===== src/rtl/mtx_lock_arbiter_if.sv =====
// ============================================================================
// Module   : mtx_lock_arbiter_if
// Brief    : Request/grant bundle between input-port request logic and the
//            per-output-port matrix lock arbiter.
// Revision : 1.0 - initial release
// ============================================================================
`default_nettype none

interface mtx_lock_arbiter_if #(
  parameter int LEN   = 5,
  parameter int IDX_W = $clog2(LEN)
) ();
  logic [LEN-1:0]   request;
  logic [LEN-1:0]   req_urgent;
  logic [LEN-1:0]   req_tail;
  logic             ready;
  logic [LEN-1:0]   grant;
  logic [IDX_W-1:0] grant_idx;
  logic             locked;

  modport master (
    output request, req_urgent, req_tail, ready,
    input  grant, grant_idx, locked
  );

  modport slave (
    input  request, req_urgent, req_tail, ready,
    output grant, grant_idx, locked
  );
endinterface

`default_nettype wire


===== src/rtl/mtx_lock_arbiter.sv =====
// ============================================================================
// Module   : mtx_lock_arbiter
// Brief    : Least-recently-granted matrix arbiter with an urgent class and
//            head-to-tail wormhole locking gated by downstream ready.
// Revision : 1.0 - initial release
// ============================================================================
`default_nettype none

module mtx_lock_arbiter #(
  parameter int LEN   = 5,
  parameter int IDX_W = $clog2(LEN)
) (
  input  logic               clk,
  input  logic               rstn,
  mtx_lock_arbiter_if.slave  arb
);

  // Only the upper triangle w[i][j], i<j, is stored; w[j][i] is its inverse.
  localparam int c_NPAIR = LEN * (LEN - 1) / 2;

  typedef enum logic [0:0] {
    S_IDLE   = 1'b0,
    S_LOCKED = 1'b1
  } state_t;

  state_t               r_state;
  state_t               w_state_nxt;
  logic [IDX_W-1:0]     r_lock_id;
  logic [IDX_W-1:0]     w_lock_id_nxt;
  logic [c_NPAIR-1:0]   r_pri;
  logic [c_NPAIR-1:0]   w_pri_nxt;

  logic [LEN-1:0]       w_beaten_by [LEN];
  logic [LEN-1:0]       w_urg;
  logic [LEN-1:0]       w_elig;
  logic [LEN-1:0]       w_arb;
  logic [LEN-1:0]       w_lock_oh;
  logic [LEN-1:0]       w_grant;
  logic [IDX_W-1:0]     w_idx;
  logic                 w_xfer;
  logic                 w_tail;
  logic                 w_upd;

  assign w_urg  = arb.request & arb.req_urgent;
  assign w_elig = (|w_urg) ? w_urg : arb.request;

  // w_beaten_by[i] bit j is w[j][i]; w_pri_nxt moves the packet winner to the bottom.
  for (genvar gi = 0; gi < LEN; gi++) begin : g_row
    for (genvar gj = 0; gj < LEN; gj++) begin : g_col
      if (gi < gj) begin : g_upper
        localparam int c_K = gi * LEN - (gi * (gi + 1)) / 2 + (gj - gi - 1);
        assign w_beaten_by[gj][gi] = r_pri[c_K];
        assign w_beaten_by[gi][gj] = ~r_pri[c_K];
        assign w_pri_nxt[c_K] = !w_upd        ? r_pri[c_K] :
                                w_grant[gj]   ? 1'b1       :
                                w_grant[gi]   ? 1'b0       : r_pri[c_K];
      end else if (gi == gj) begin : g_diag
        assign w_beaten_by[gi][gi] = 1'b0;
      end
    end

    assign w_arb[gi]     = w_elig[gi] & ~(|(w_elig & w_beaten_by[gi]));
    assign w_lock_oh[gi] = (r_lock_id == IDX_W'(gi));
  end

  assign w_grant = (r_state == S_LOCKED) ? (arb.request & w_lock_oh) : w_arb;

  always_comb begin
    w_idx = '0;
    for (int i = 0; i < LEN; i++) begin
      if (w_grant[i]) w_idx = w_idx | IDX_W'(i);
    end
  end

  // Grant is one-hot, so the tail bit of the winner is a simple masked OR.
  assign w_xfer = (|w_grant) & arb.ready;
  assign w_tail = |(w_grant & arb.req_tail);
  assign w_upd  = w_xfer & w_tail;

  always_comb begin
    w_state_nxt   = r_state;
    w_lock_id_nxt = r_lock_id;
    case (r_state)
      S_IDLE: begin
        if (w_xfer && !w_tail) begin
          w_state_nxt   = S_LOCKED;
          w_lock_id_nxt = w_idx;
        end
      end
      S_LOCKED: begin
        if (w_xfer && w_tail) w_state_nxt = S_IDLE;
      end
      default: w_state_nxt = S_IDLE;
    endcase
  end

  always_ff @(posedge clk or negedge rstn) begin
    if (!rstn) begin
      r_state   <= S_IDLE;
      r_lock_id <= '0;
      r_pri     <= '1;
    end else begin
      r_state   <= w_state_nxt;
      r_lock_id <= w_lock_id_nxt;
      r_pri     <= w_pri_nxt;
    end
  end

  assign arb.grant     = w_grant;
  assign arb.grant_idx = w_idx;
  assign arb.locked    = (r_state == S_LOCKED);

endmodule

`default_nettype wire


===== src/flat_wrapper.sv =====
// flat-port wrapper written by rule: the top's interface ports become plain ports
module mtx_lock_arbiter_flat 
#(
  parameter int LEN   = 5,
  parameter int IDX_W = $clog2(LEN)
)
  (clk, rstn, arb_request, arb_req_urgent, arb_req_tail, arb_ready, arb_grant, arb_grant_idx, arb_locked);
  mtx_lock_arbiter_if #(.LEN(LEN), .IDX_W(IDX_W)) arb_i ();
  input  logic clk;
  input  logic rstn;
  input wire logic [$bits(arb_i.request)-1:0] arb_request;
  input wire logic [$bits(arb_i.req_urgent)-1:0] arb_req_urgent;
  input wire logic [$bits(arb_i.req_tail)-1:0] arb_req_tail;
  input wire logic [$bits(arb_i.ready)-1:0] arb_ready;
  output wire logic [$bits(arb_i.grant)-1:0] arb_grant;
  output wire logic [$bits(arb_i.grant_idx)-1:0] arb_grant_idx;
  output wire logic [$bits(arb_i.locked)-1:0] arb_locked;
  assign arb_i.request = arb_request;
  assign arb_i.req_urgent = arb_req_urgent;
  assign arb_i.req_tail = arb_req_tail;
  assign arb_i.ready = arb_ready;
  assign arb_grant = arb_i.grant;
  assign arb_grant_idx = arb_i.grant_idx;
  assign arb_locked = arb_i.locked;
  mtx_lock_arbiter #(.LEN(LEN), .IDX_W(IDX_W)) u_core (.clk(clk), .rstn(rstn), .arb(arb_i));
endmodule

===== config.mk =====
export PLATFORM = sky130hd
export DESIGN_NAME = mtx_lock_arbiter_flat
export DESIGN_NICKNAME = d
export VERILOG_FILES = /design/src/rtl/mtx_lock_arbiter_if.sv /design/src/rtl/mtx_lock_arbiter.sv /design/src/flat_wrapper.sv
export SDC_FILE = /design/constraint.sdc
export NUM_CORES = 1
export LEC_CHECK = 0
export ABC_AREA = 1
export BUFFER_PORTS_ARGS = -buffer_cell sky130_fd_sc_hd__buf_2
export CORE_MARGIN = 2
export CORE_UTILIZATION = 35
export CTS_CLUSTER_DIAMETER = 30
export CTS_CLUSTER_SIZE = 12
export DETAILED_ROUTE_END_ITERATION = 6
export PLACE_DENSITY = 0.61
export REMOVE_ABC_BUFFERS = 1
export SYNTH_ARGS = -nofsm -noshare
export SYNTH_HDL_FRONTEND = slang
export SYNTH_SLANG_ARGS = --single-unit

===== constraint.sdc =====
create_clock -name clk -period 1.6 [get_ports clk]
set_input_delay 0.16 -clock clk [delete_from_list [all_inputs] [get_ports clk]]
set_output_delay 0.16 -clock clk [all_outputs]
set_load 0.02 [all_outputs]

# Word level (Yosys, flattened, before mapping)

Index checks and enable logic that the tools add are counted.

Bits in registers: 14
Output and inout port bits: 9
Logic and storage cells: 103

Equal/unequal tests: 4
Mux-type cells: 23
Bitwise operators: 31
Reduce and logical (&&, ||, !) cells: 33

Operator list:

| cell                                                             | number |
|---|---|
| 5-bit OR reduction                                               | 8 |
| 5-bit bitwise AND                                                | 7 |
| 2-bit AND reduction                                              | 11 |
| 2-bit nonzero test                                               | 10 |
| 1-bit two-way mux                                                | 17 |
| 1-bit inverter                                                   | 16 |
| 5-bit two-way mux                                                | 2 |
| 1-bit bitwise AND                                                | 7 |
| 3-bit by 2-bit == test with 1-bit output (second input constant) | 2 |
| 5-bit by 4-bit bitwise AND with 5-bit output                     | 1 |
| 2-bit two-way mux                                                | 2 |
| 3-bit by 1-bit == test with 1-bit output (second input constant) | 1 |
| 3-bit == test (second input constant)                            | 1 |
| 3-bit zero test                                                  | 1 |
| 3-bit two-way mux                                                | 1 |
| 1-bit logical AND                                                | 2 |
| 1-bit case mux with 2 select lines                               | 1 |
| 1-bit zero test                                                  | 1 |

# Depth between registers and ports, before layout

Gate-level depths: netlist (run 1).

Depth after elaboration: 14
Mapped depth: 15
Mapped depth without buffers: 15

# Worst setup path before layout (run 1)

No wires, ideal clock.

Kind: flip-flop to flip-flop
From: register with a tool-made name
To: register u_core.r_lock_id[0]
Arrival time: 1.751 ns
Data required time: 1.482 ns
Setup slack: -0.269 ns
Cell stages (with the launch flop): 12
Period minus slack after synthesis: 1.869 ns
Path through: dfrtp_1 buf_4 inv_2 nand3_2 o21ai_2 inv_2 nand2_4 nor2_4 nor2_8 nand3_2 nand2_1 nand2_1

RTL lines:

| item                 | line                    | source |
|---|---|---|
| to (signal assigned) | mtx_lock_arbiter.sv:104 | `r_lock_id <= w_lock_id_nxt;` |
| to (decl)            | mtx_lock_arbiter.sv:28  | `logic [IDX_W-1:0] r_lock_id;` |

# Worst setup path in the final report (run 1)

From: register u_core.r_lock_id[0]
To: register u_core.r_pri[3]

Cells in the longest elaborated chain, start to end: 7
Elaborated cells between the ends (all ways): 15
Those cells by class: 4 x eq/ne; 2 x mux; 4 x bitwise; 5 x reduce/logical

RTL lines:

| item                                                                   | line                                           | source |
|---|---|---|
| 3-bit by 1-bit == test with 1-bit output, or another cell as far along | mtx_lock_arbiter.sv:63                         | `assign w_lock_oh[gi] = (r_lock_id == IDX_W'(gi));` |
| 5-bit bitwise AND (*)                                                  | mtx_lock_arbiter.sv:66                         | `assign w_grant = (r_state == S_LOCKED) ? (arb.request & w_lock_oh) : w_arb;` |
| 5-bit two-way mux (*)                                                  | mtx_lock_arbiter.sv:66                         |  |
| 5-bit OR reduction / 5-bit bitwise AND (equally long branches)         | mtx_lock_arbiter.sv:76, mtx_lock_arbiter.sv:77 |  |
| 1-bit bitwise AND / 5-bit OR reduction (equally long branches)         | mtx_lock_arbiter.sv:76, mtx_lock_arbiter.sv:77 |  |
| 1-bit bitwise AND                                                      | mtx_lock_arbiter.sv:78                         | `assign w_upd = w_xfer & w_tail;` |
| 2-bit AND reduction (no source line)                                   | -                                              |  |
| to (signal assigned)                                                   | mtx_lock_arbiter.sv:105                        | `r_pri <= w_pri_nxt;` |
| to (decl)                                                              | mtx_lock_arbiter.sv:30                         | `logic [c_NPAIR-1:0] r_pri;` |

Every way passes the cells marked *; elsewhere a longest branch is shown, timed or not.
A chain may end at the register's enable or synchronous reset.

==> flow_summary_export.csv, run 1 <==
group,metric,value,unit
status,status,"finished with violations",
status,violations,"negative setup slack",
drt,dr_wl_met2,1.87,mm
drt,drt-total-wl,4.00,mm
cts,root_buffer,"clkbuf_4",
worst_setup_path,crit_chain,"buf_4 > nor2_4 > nand4_1 > inv_1 > nor2_1 > nand3_2 > nor2_4 > nor2_8 > nand3_4 > nand2_1 > nand2_1",
floorplanning,start_util,36.8,%
floorplanning,rows,21,
timing,final-setup-viol-count,22,
yosys,synth_cells,174,
finish,drive_gt1_share,61.9,%
yosys,ys_ff_latch,14,
timing,slew_headroom,77.7,%
min_path,hold_path.startpoint,"arb_ready",
timing,tightest_slew,335,ps
yosys,synth-main-ff-cell,"dfstp_2",
floorplanning,core,3390,µm²
finish,num_antenna_cells,0,
placement,port_buffers,26,
floorplanning,die_width,63.7,µm
timing,finalHoldViolCount,0,
yosys,synth_area_per_cell,7.17,µm²
drt,drt-met1-wl,1.77,mm
yosys,synth_edf_count,0,
drt,wl_per_cell,13.8,µm
timing,hold_ws,211,ps
cts,h-tree-depth,1,
worst_setup_path,path_class,"flop to flop",
worst_setup_path,crit_path_max_incr_delay,390,ps
timing,clock.fmax,559,MHz
worst_setup_path,startpoint,"u_core.r_lock_id[0]",
pwr,leakagePower,1.03,nW
finish,nets,263,
placement,dp_slack,-364,ps
grt,grt_antenna_before_repair,0,
drt,wl_met3,243,µm
yosys,synth_area,1250,µm²
timing,rsz0062_at_grt,"yes",
floorplanning,ios,27,
cts,clock_latency,310,ps
yosys,async_reset_ff_share,100,%
timing,fin_crit_sh,112,%
cts,cts_buffer_depth,2,
grt,grt_max_degree,15,
drt,vias_per_cell,4.85,
worst_setup_path,critPathRequiredTime,1830,ps
timing,worst_slack,-188,ps
floorplanning,dieArea,4060,µm²
min_path,min_path_type,"input port to flop",
drt,antenna_left,0,
timing,finalMaxSlewViolations,0,
cts,cts_tree,"done",
worst_setup_path,cp_max_fo,8,
worst_setup_path,crit_path_start_kind,"flop",
yosys,synthDistinctLibCells,25,
finish,area_growth,64.0,%
drt,top_signal_layer_used,"met4",
worst_setup_path,cpMaxStageDelayCell,"dfrtp_1",
pwr,vdd_ir_drop_max,0.676,mV
floorplanning,die_y,63.7,µm
timing,period_minus_slack,1790,ps
drt,drtIter0Drc,70,
grt,track_usage,20.1,%
finish,final_util,60.4,%
grt,grt_first_pass_wirelength,6.24,mm
placement,place_congestion,0.931,
yosys,ys_seq_area_share,29.1,%
drt,dr_total_vias,1406,
finish,design_area,2050,µm²
grt,grt_pass1_vias,1343,
yosys,yosysWarningCount,0,
cts,numCtsBuffers,3,
cts,path_clk_slew,110,ps
placement,place_area,1630,µm²
grt,grt.overflow.total,0,
drt,drc,0,
pwr,powerDensity,1350,nW/µm²
worst_setup_path,r2r_start,"u_core.r_lock_id[0]",
cts,numClockSinks,14,
timing,finalClockSkew,19.0,ps
worst_setup_path,cp.arrival,2020,ps
job,cap_violations,0,
drt,dr.pass1.iters,4,
worst_setup_path,crit_path_end_kind,"flop",
placement,dp_hpwl,2.72,mm
[cells in the mapped netlist, types with 3 or more instances]
cell	count	area share, %
nand2_1	51	15
nand3_1	20	8.0
inv_1	18	5.4
nor2_1	12	3.6
nand3_2	11	8.8
dfstp_2	10	21
nand2_2	9	4.5
nand4_1	6	3.0
inv_2	5	1.5
o21ai_2	5	3.5
dfrtp_1	4	8.0
nand3b_1	3	1.8
nor2_2	3	1.5
[state kept, by name, summed over array words and instances, names as in the netlist, named ones only]
register	cells
u_core.r_pri	10
u_core.r_lock_id	3
[placed cells by master, fill, tap and decap left out, drive strengths merged]
cell type    synthesis  routed
inv                 24      24
dfrtp                4       4
dfstp               10      10
nand3               31      31
buf                  2      67
clkbuf               0       4
o21ai                9       9
dlygate4sd3          0       1
nor2                18      18
nand4                6       6
nor4                 1       1
nand2               62      62
a21oi                1       1
nor3                 1       1
o21bai               2       2
nand3b               3       3
[layer usage]
metal / track usage, % / vias up
met5: 0 / -
li1: - / 703
met4: 8.42 / 0
met1: 27.1 / 650
met3: 3.21 / 13
met2: 31.8 / 40
[power by group]
| group | internal (mW) | switching [mW] | total, mW |
|---|---|---|---|
| logic | 0.838 | 0.997 | 1.84 |
| registers | 0.536 | 0.113 | 0.649 |
| clock network | 0.139 | 0.141 | 0.280 |
| total | 1.51 | 1.25 | 2.76 |
[final cells by class]
type                    instances  area [µm²]
fillers                       283        1340
multi-input cells             134         967
repair buffers                 68         529
flip-flops and latches         14         363
inverters                      24        92.6
well taps                      46        57.6
clock buffers                   4        36.3
[stage by stage]
step | TNS [ps] | instances | power [mW]
after floorplan | -3020 | 172 | 1.42
after global placement | -5490 | 270 | 1.91
after detailed placement | -5190 | 270 | 1.91
after CTS | -1840 | 284 | 2.54
after global routing | -4920 | 290 | 2.93
final | -3100 | 290 | 2.76
[final timing paths]
path,slack (ps),endpoint,depth (start not counted)
setup / recovery,-190,u_core.r_pri[3],11
setup reg to reg,-190,u_core.r_pri[3],11
hold / removal,210,flop,4
min in group asynchronous,270,async pin,2
hold reg to reg,480,u_core.r_pri[9],2
max in group asynchronous,1010,u_core.r_pri[8],2
[cell families (layout without fill, tap and decap cells)]
family	count (synthesis)	in the layout	synth area share [%]
buffers and inverters	26	96	8.63
flip-flops	14	14	29.1
AND/OR/NAND/NOR	122	122	53.5
AO/OA/AOI/OAI	12	12	8.83
[worst max-delay path: cells and delay by family, from the launching register on]
family	cells	cell delay (ps)
and+or+nand+nor	9	1020
DFF	1	390
buffers and inverters	2	290
[what timing repair did]
action                                 CTS  global route
endpoints found under the hold margin    4             0
pin swaps                               16             8
buffers inserted                         9             6
setup endpoints to repair               22            22
hold buffers                             1             0
resized for setup                       38            25
(Power assumes the default switching activity.)
==> run 2: changes to the inputs <==
--- a/config.mk
+++ b/config.mk
@@ -12,7 +12,7 @@
 export CTS_CLUSTER_DIAMETER = 30
 export CTS_CLUSTER_SIZE = 12
 export DETAILED_ROUTE_END_ITERATION = 6
-export PLACE_DENSITY = 0.61
+export PLACE_DENSITY = 0.59
 export REMOVE_ABC_BUFFERS = 1
 export SYNTH_ARGS = -nofsm -noshare
 export SYNTH_HDL_FRONTEND = slang
==> constraint.sdc (replaced) <==
create_clock -name clk -period 2.2 [get_ports clk]
set_input_delay 0.22 -clock clk [delete_from_list [all_inputs] [get_ports clk]]
set_output_delay 0.22 -clock clk [all_outputs]
set_load 0.02 [all_outputs]
==> run 2 against run 1 <==
  * The run now ends clean
  * Worst hold slack better by 62 ps
  * Via count is 15% lower
  * Clock skew is 3.7 ps lower
  * Total power is 47% lower
  * Non-clock buffer count is 37 lower
  * Combinational power is 57% lower
  * Clock-buffer cell count stayed put
  * Cell count is 13% lower
  * First-iteration DRC count is 34% higher
  * Sequential share of layout area is 6.5 points higher
  * Register-to-register slack better by 610 ps
  * Worst setup slack better by 470 ps
  * Critical endpoint is now arb_grant_idx[0]
==> flow_summary_export.csv, run 2 (synthesis results as in run 1) <==
group,metric,value,unit
timing,tightest_slew,310,ps
timing,fin_crit_sh,87.3,%
timing,final-setup-viol-count,0,
finish,reg.largest.list,"u_core.r_pri: 10 flops, u_core.r_lock_id: 3 flops",
grt,grt_first_pass_wirelength,5.36,mm
grt,grt_pass1_vias,1088,
floorplanning,die_y,63.7,µm
placement,port_buffers,26,
cts,clock_latency,290,ps
finish,final_cell_mix,"nand2_1, buf_2, nand3_1, inv_1, nor2_1",
cts,cts_buffer_depth,2,
finish,area_growth,20.0,%
worst_setup_path,cp_max_fo,6,
pwr,swShare,47.1,%
timing,hold_ws,273,ps
job,cap_violations,0,
cts,root_buffer,"clkbuf_4",
cts,numClockSinks,14,
pwr,power_frac_comb,54.1,%
grt,grt.overflow.total,0,
timing,finalMaxSlewViolations,0,
worst_setup_path,critPathRequiredTime,1980,ps
timing,slew_headroom,79.4,%
worst_setup_path,crit_path_end_kind,"output pin",
placement,place_area,1450,µm²
cts,cts_tree,"done",
min_path,min_path_type,"input port to flop",
placement,dp_hpwl,2.53,mm
grt,grt_max_degree,15,
pwr,vdd_ir_drop_max,0.434,mV
drt,drc,0,
timing,fin_setup_tns,0,ps
worst_setup_path,crit_path_start_kind,"input port",
grt,track_usage,16.6,%
floorplanning,start_util,36.8,%
finish,nets,226,
finish,drive_gt1_share,41.5,%
drt,drt-total-wl,3.08,mm
floorplanning,die_width,63.7,µm
floorplanning,core,3390,µm²
timing,period_minus_slack,1920,ps
placement,place_congestion,0.795,
drt,drtIter0Drc,94,
floorplanning,ios,27,
timing,finalHoldViolCount,0,
cts,ctsResizeCount,0,
floorplanning,dieArea,4060,µm²
timing,clock.fmax,520,MHz
cts,h-tree-depth,1,
drt,dr.pass1.iters,4,
finish,design_area,1500,µm²
finish,largest_register,"u_core.r_pri",
finish,num_antenna_cells,0,
grt,grt_antenna_before_repair,0,
floorplanning,rows,21,
status,status,"complete, no violations",
worst_setup_path,cp.arrival,1700,ps
pwr,pwr-share-clk,13.2,%
cts,numCtsBuffers,3,
timing,rsz0062_at_grt,"no",
cts,path_clk_slew,100,ps
finish,final_common_cell,"nand2_1",
drt,dr_total_vias,1193,
worst_setup_path,path_class,"input port to output pin",
drt,antenna_left,0,
drt,wl_per_cell,12.2,µm
pwr,pwr-share-seq,32.7,%
pwr,switchingPower,0.686,mW
worst_setup_path,setup.reg_to_reg.worst_slack,420,ps
finish,largest_reg_flops,10,
pwr,p_int,0.770,mW
timing,finalClockSkew,15.3,ps
pwr,leakagePower,0.785,nW
pwr,powerDensity,973,nW/µm²
drt,vias_per_cell,4.72,
[run 2: changes by cell type in the layout (fill, tap and decap cells not counted), sizes merged]
cell,previous run,this run
buf,67,30
[run 2: per-stage QoR]
step | utilization, % | setup slack [ps] | power (mW) | instances
finish | 44.1 | 279 | 1.46 | 253
global route | 44.1 | 46.3 | 1.58 | 253
CTS | 44.1 | 277 | 1.46 | 253
detailed placement | 42.8 | 113 | 1.27 | 248
global placement | 42.8 | 104 | 1.27 | 248
floorplan | - | 326 | 1.03 | 172
[run 2: per-layer routing]
metal  track usage (%)  vias to the layer above  routed length, µm
met5                 0                        -                  0
met4              3.53                        0                 21
met3              2.68                        2                145
met2              25.0                       30               1360
met1              24.9                      534               1550
li1                  -                      627                  -
[run 2: cell type report]
class,instances,area [µm²]
fillers,353,1890
flip-flops and latches,14,363
repair buffers,31,170
multi-input cells,134,777
inverters,24,92.6
well taps,46,57.6
clock buffers,4,36.3
[run 2: critical path, stage by stage]
cell      delay [ps]
buf_2            130
nand2_2          110
nand2_2          110
nor2_8           150
nand3_2          140
nand3b_1         140
nand3_2           70
o21ai_2          280
inv_2             90
nand2_1          100
buf_2            170
[run 2: path summary, 6_finish.rpt]
check	startpoint	endpoint	depth (start not counted)
min in group asynchronous	rstn	async pin	2
hold reg to reg	u_core.r_pri[6]	u_core.r_pri[6]	2
setup reg to reg	u_core.r_lock_id[2]	u_core.r_lock_id[0]	12
max in group asynchronous	rstn	u_core.r_pri[2]	2
hold / removal	arb_ready	flop	3
setup / recovery	arb_request[4]	arb_grant_idx[0]	11
[run 2: what timing repair did]
item / CTS / global route
endpoints found under the hold margin: 4 / 0
endpoints found under the setup margin: 0 / 0
setup buffers: 0 / 0
hold buffers: 1 / 0
[run 2: power groups by stage]
stage               sequential [mW]  clock [mW]  combinational, mW
finish                        0.476       0.192              0.787
global route                  0.491       0.211              0.879
CTS                           0.473       0.199              0.793
detailed placement            0.478           0              0.789
global placement              0.481           0              0.789
floorplan                     0.461           0              0.571
==> run 3: changes to the inputs <==
--- a/config.mk
+++ b/config.mk
@@ -14,6 +14,9 @@
 export DETAILED_ROUTE_END_ITERATION = 6
 export PLACE_DENSITY = 0.59
 export REMOVE_ABC_BUFFERS = 1
+export SETUP_SLACK_MARGIN = 0.4
+export SKIP_LAST_GASP = 1
+export SLEW_MARGIN = 10
 export SYNTH_ARGS = -nofsm -noshare
 export SYNTH_HDL_FRONTEND = slang
 export SYNTH_SLANG_ARGS = --single-unit
==> run 3 against run 2 <==
  * Critical path depth increased by 1
  * Via count increased by 15%
  * Die area unchanged
  * Fmax is 5.3% higher
  * Cell count rose by 9.9%
  * Clock-buffer cell count unchanged
  * Non-clock buffer count is 25 higher
  * Core utilization increased by 14 points
  * Cell area rose by 33%
  * Clock skew up 3.7 ps
  * Sequential power is essentially flat
  * Global-route usage rose by 1.1 points
  * Critical endpoint is now u_core.r_pri[1]
  * Largest power group unchanged
==> flow_summary_export.csv, run 3 (synthesis results as in run 1) <==
group,metric,value,unit
cts,root_buffer,"clkbuf_4",
floorplanning,die_width,63.7,µm
finish,reg.largest.list,"u_core.r_pri: 10 flops, u_core.r_lock_id: 3 flops",
floorplanning,ios,27,
worst_setup_path,cp.arrival,2040,ps
timing,finalMaxSlewViolations,0,
drt,dr.pass1.iters,4,
finish,final_common_cell,"nand2_1",
timing,rsz0062_at_grt,"yes",
worst_setup_path,path_class,"flop to flop",
timing,period_minus_slack,1820,ps
timing,fin_crit_sh,82.9,%
pwr,leakagePower,0.996,nW
finish,final_cell_mix,"nand2_1, buf_4, buf_2, inv_1, nand3_1",
cts,h-tree-depth,1,
finish,largest_reg_flops,10,
timing,tightest_slew,314,ps
pwr,powerDensity,983,nW/µm²
finish,largest_register,"u_core.r_pri",
pwr,vdd_ir_drop_max,0.521,mV
grt,grt_antenna_before_repair,0,
finish,nets,251,
timing,clock.fmax,548,MHz
finish,layoutNonFillerInstCount,278,
placement,dp_hpwl,2.53,mm
drt,vias_per_cell,4.92,
placement,place_congestion,0.795,
finish,area_growth,59.0,%
grt,track_usage,17.7,%
grt,grt_max_degree,15,
worst_setup_path,cpMaxStageDelayCell,"dfrtp_1",
finish,drive_gt1_share,61.6,%
status,status,"complete, no violations",
grt,grt.overflow.total,0,
floorplanning,core,3390,µm²
floorplanning,start_util,36.8,%
cts,numCtsBuffers,3,
drt,drt-total-wl,3.85,mm
grt,grt_first_pass_wirelength,5.71,mm
min_path,min_path_type,"input port to flop",
cts,clock_latency,290,ps
drt,wl_per_cell,13.8,µm
timing,finalHoldViolCount,0,
timing,final-setup-viol-count,0,
cts,cts_tree,"done",
placement,dp_cells,248,
placement,place_area,1450,µm²
drt,antenna_left,0,
worst_setup_path,cp_max_fo,8,
timing,finalClockSkew,19.0,ps
pwr,power.total,1.95,mW
drt,drc,0,
job,cap_violations,0,
drt,drtIter0Drc,119,
cts,cts_buffer_depth,2,
floorplanning,die_y,63.7,µm
worst_setup_path,crit_path_start_kind,"flop",
drt,dr_total_vias,1368,
timing,fin_setup_tns,0,ps
cts,path_clk_slew,110,ps
cts,numClockSinks,14,
worst_setup_path,crit_chain,"nor2_4 > inv_2 > nor4_2 > buf_4 > nor2_2 > buf_4 > nand3_4 > nor2_4 > nor2_8 > nand3_4 > nand2_1 > nand2_1",
worst_setup_path,crit_path_end_kind,"flop",
worst_setup_path,critPathRequiredTime,2410,ps
floorplanning,rows,21,
grt,grt_pass1_vias,1171,
worst_setup_path,crit_path_max_incr_delay,440,ps
finish,design_area,1980,µm²
timing,slew_headroom,79.1,%
finish,fill_cells,297,
placement,port_buffers,26,
floorplanning,dieArea,4060,µm²
finish,num_antenna_cells,0,
run 3: cell count changes in the layout (fill, tap and decap cells not counted), sizes merged:
| cell | before | now |
|---|---|---|
| buf | 30 | 55 |
run 3: final timing paths:
path / startpoint / to / slack, ps / cells after the start
setup / recovery: u_core.r_lock_id[2] / u_core.r_pri[1] / 380 / 12
hold / removal: arb_ready / flop / 230 / 3
max in group asynchronous: rstn / u_core.r_pri[2] / 1560 / 2
setup reg to reg: u_core.r_lock_id[2] / u_core.r_pri[1] / 380 / 12
min in group asynchronous: rstn / async pin / 330 / 2
hold reg to reg: u_core.r_pri[6] / u_core.r_pri[6] / 480 / 2
run 3: stage by stage:
step | setup slack (ps) | hold slack (ps) | utilization, %
2_1_floorplan | 326 | -75.6 | -
3_3_place_gp | 104 | 134 | 42.8
3_5_place_dp | 113 | 132 | 42.8
4_1_cts | 387 | 274 | 47.7
5_1_grt | 257 | 227 | 58.5
6_report | 376 | 229 | 58.5
run 3: metal layers:
metal  vias to the layer above  track usage, %  part of all wire, %
li1                        682               -                    -
met1                       640            25.4                   44
met2                        40            28.4                   50
met3                         6            3.04                  4.4
met4                         0            2.45                  1.5
met5                         -               0                    0
run 3: cell type report:
type | instances | area [µm²] | area share [%]
Multi-Input combinational cell | 134 | 1030 | 52.0
Timing Repair Buffer | 56 | 402 | 20.3
Sequential cell | 14 | 364 | 18.4
Inverter | 24 | 92.6 | 4.67
Tap cell | 46 | 57.6 | 2.90
Clock buffer | 4 | 36.3 | 1.83
run 3: critical path, delay by kind of cell, from the launching register on:
family | cells | cell delay [ps]
buf+inv | 3 | 350
flops | 1 | 440
simple gates | 9 | 940
run 3: what timing repair did:
action | 4_1_cts | 5_1_grt
hold buffers | 1 | 0
hold endpoints to repair | 4 | 0
gates resized for setup | 12 | 58
setup endpoints to repair | 3 | 21
pin swaps | 6 | 19
setup buffers | 8 | 17
run 3: power by group:
part	internal, mW	leakage (nW)	switching [mW]	total [mW]
combinational	0.556	0.821	0.723	1.28
clock	0.101	0.0210	0.0937	0.194
sequential	0.391	0.154	0.0850	0.476
total	1.05	0.996	0.902	1.95
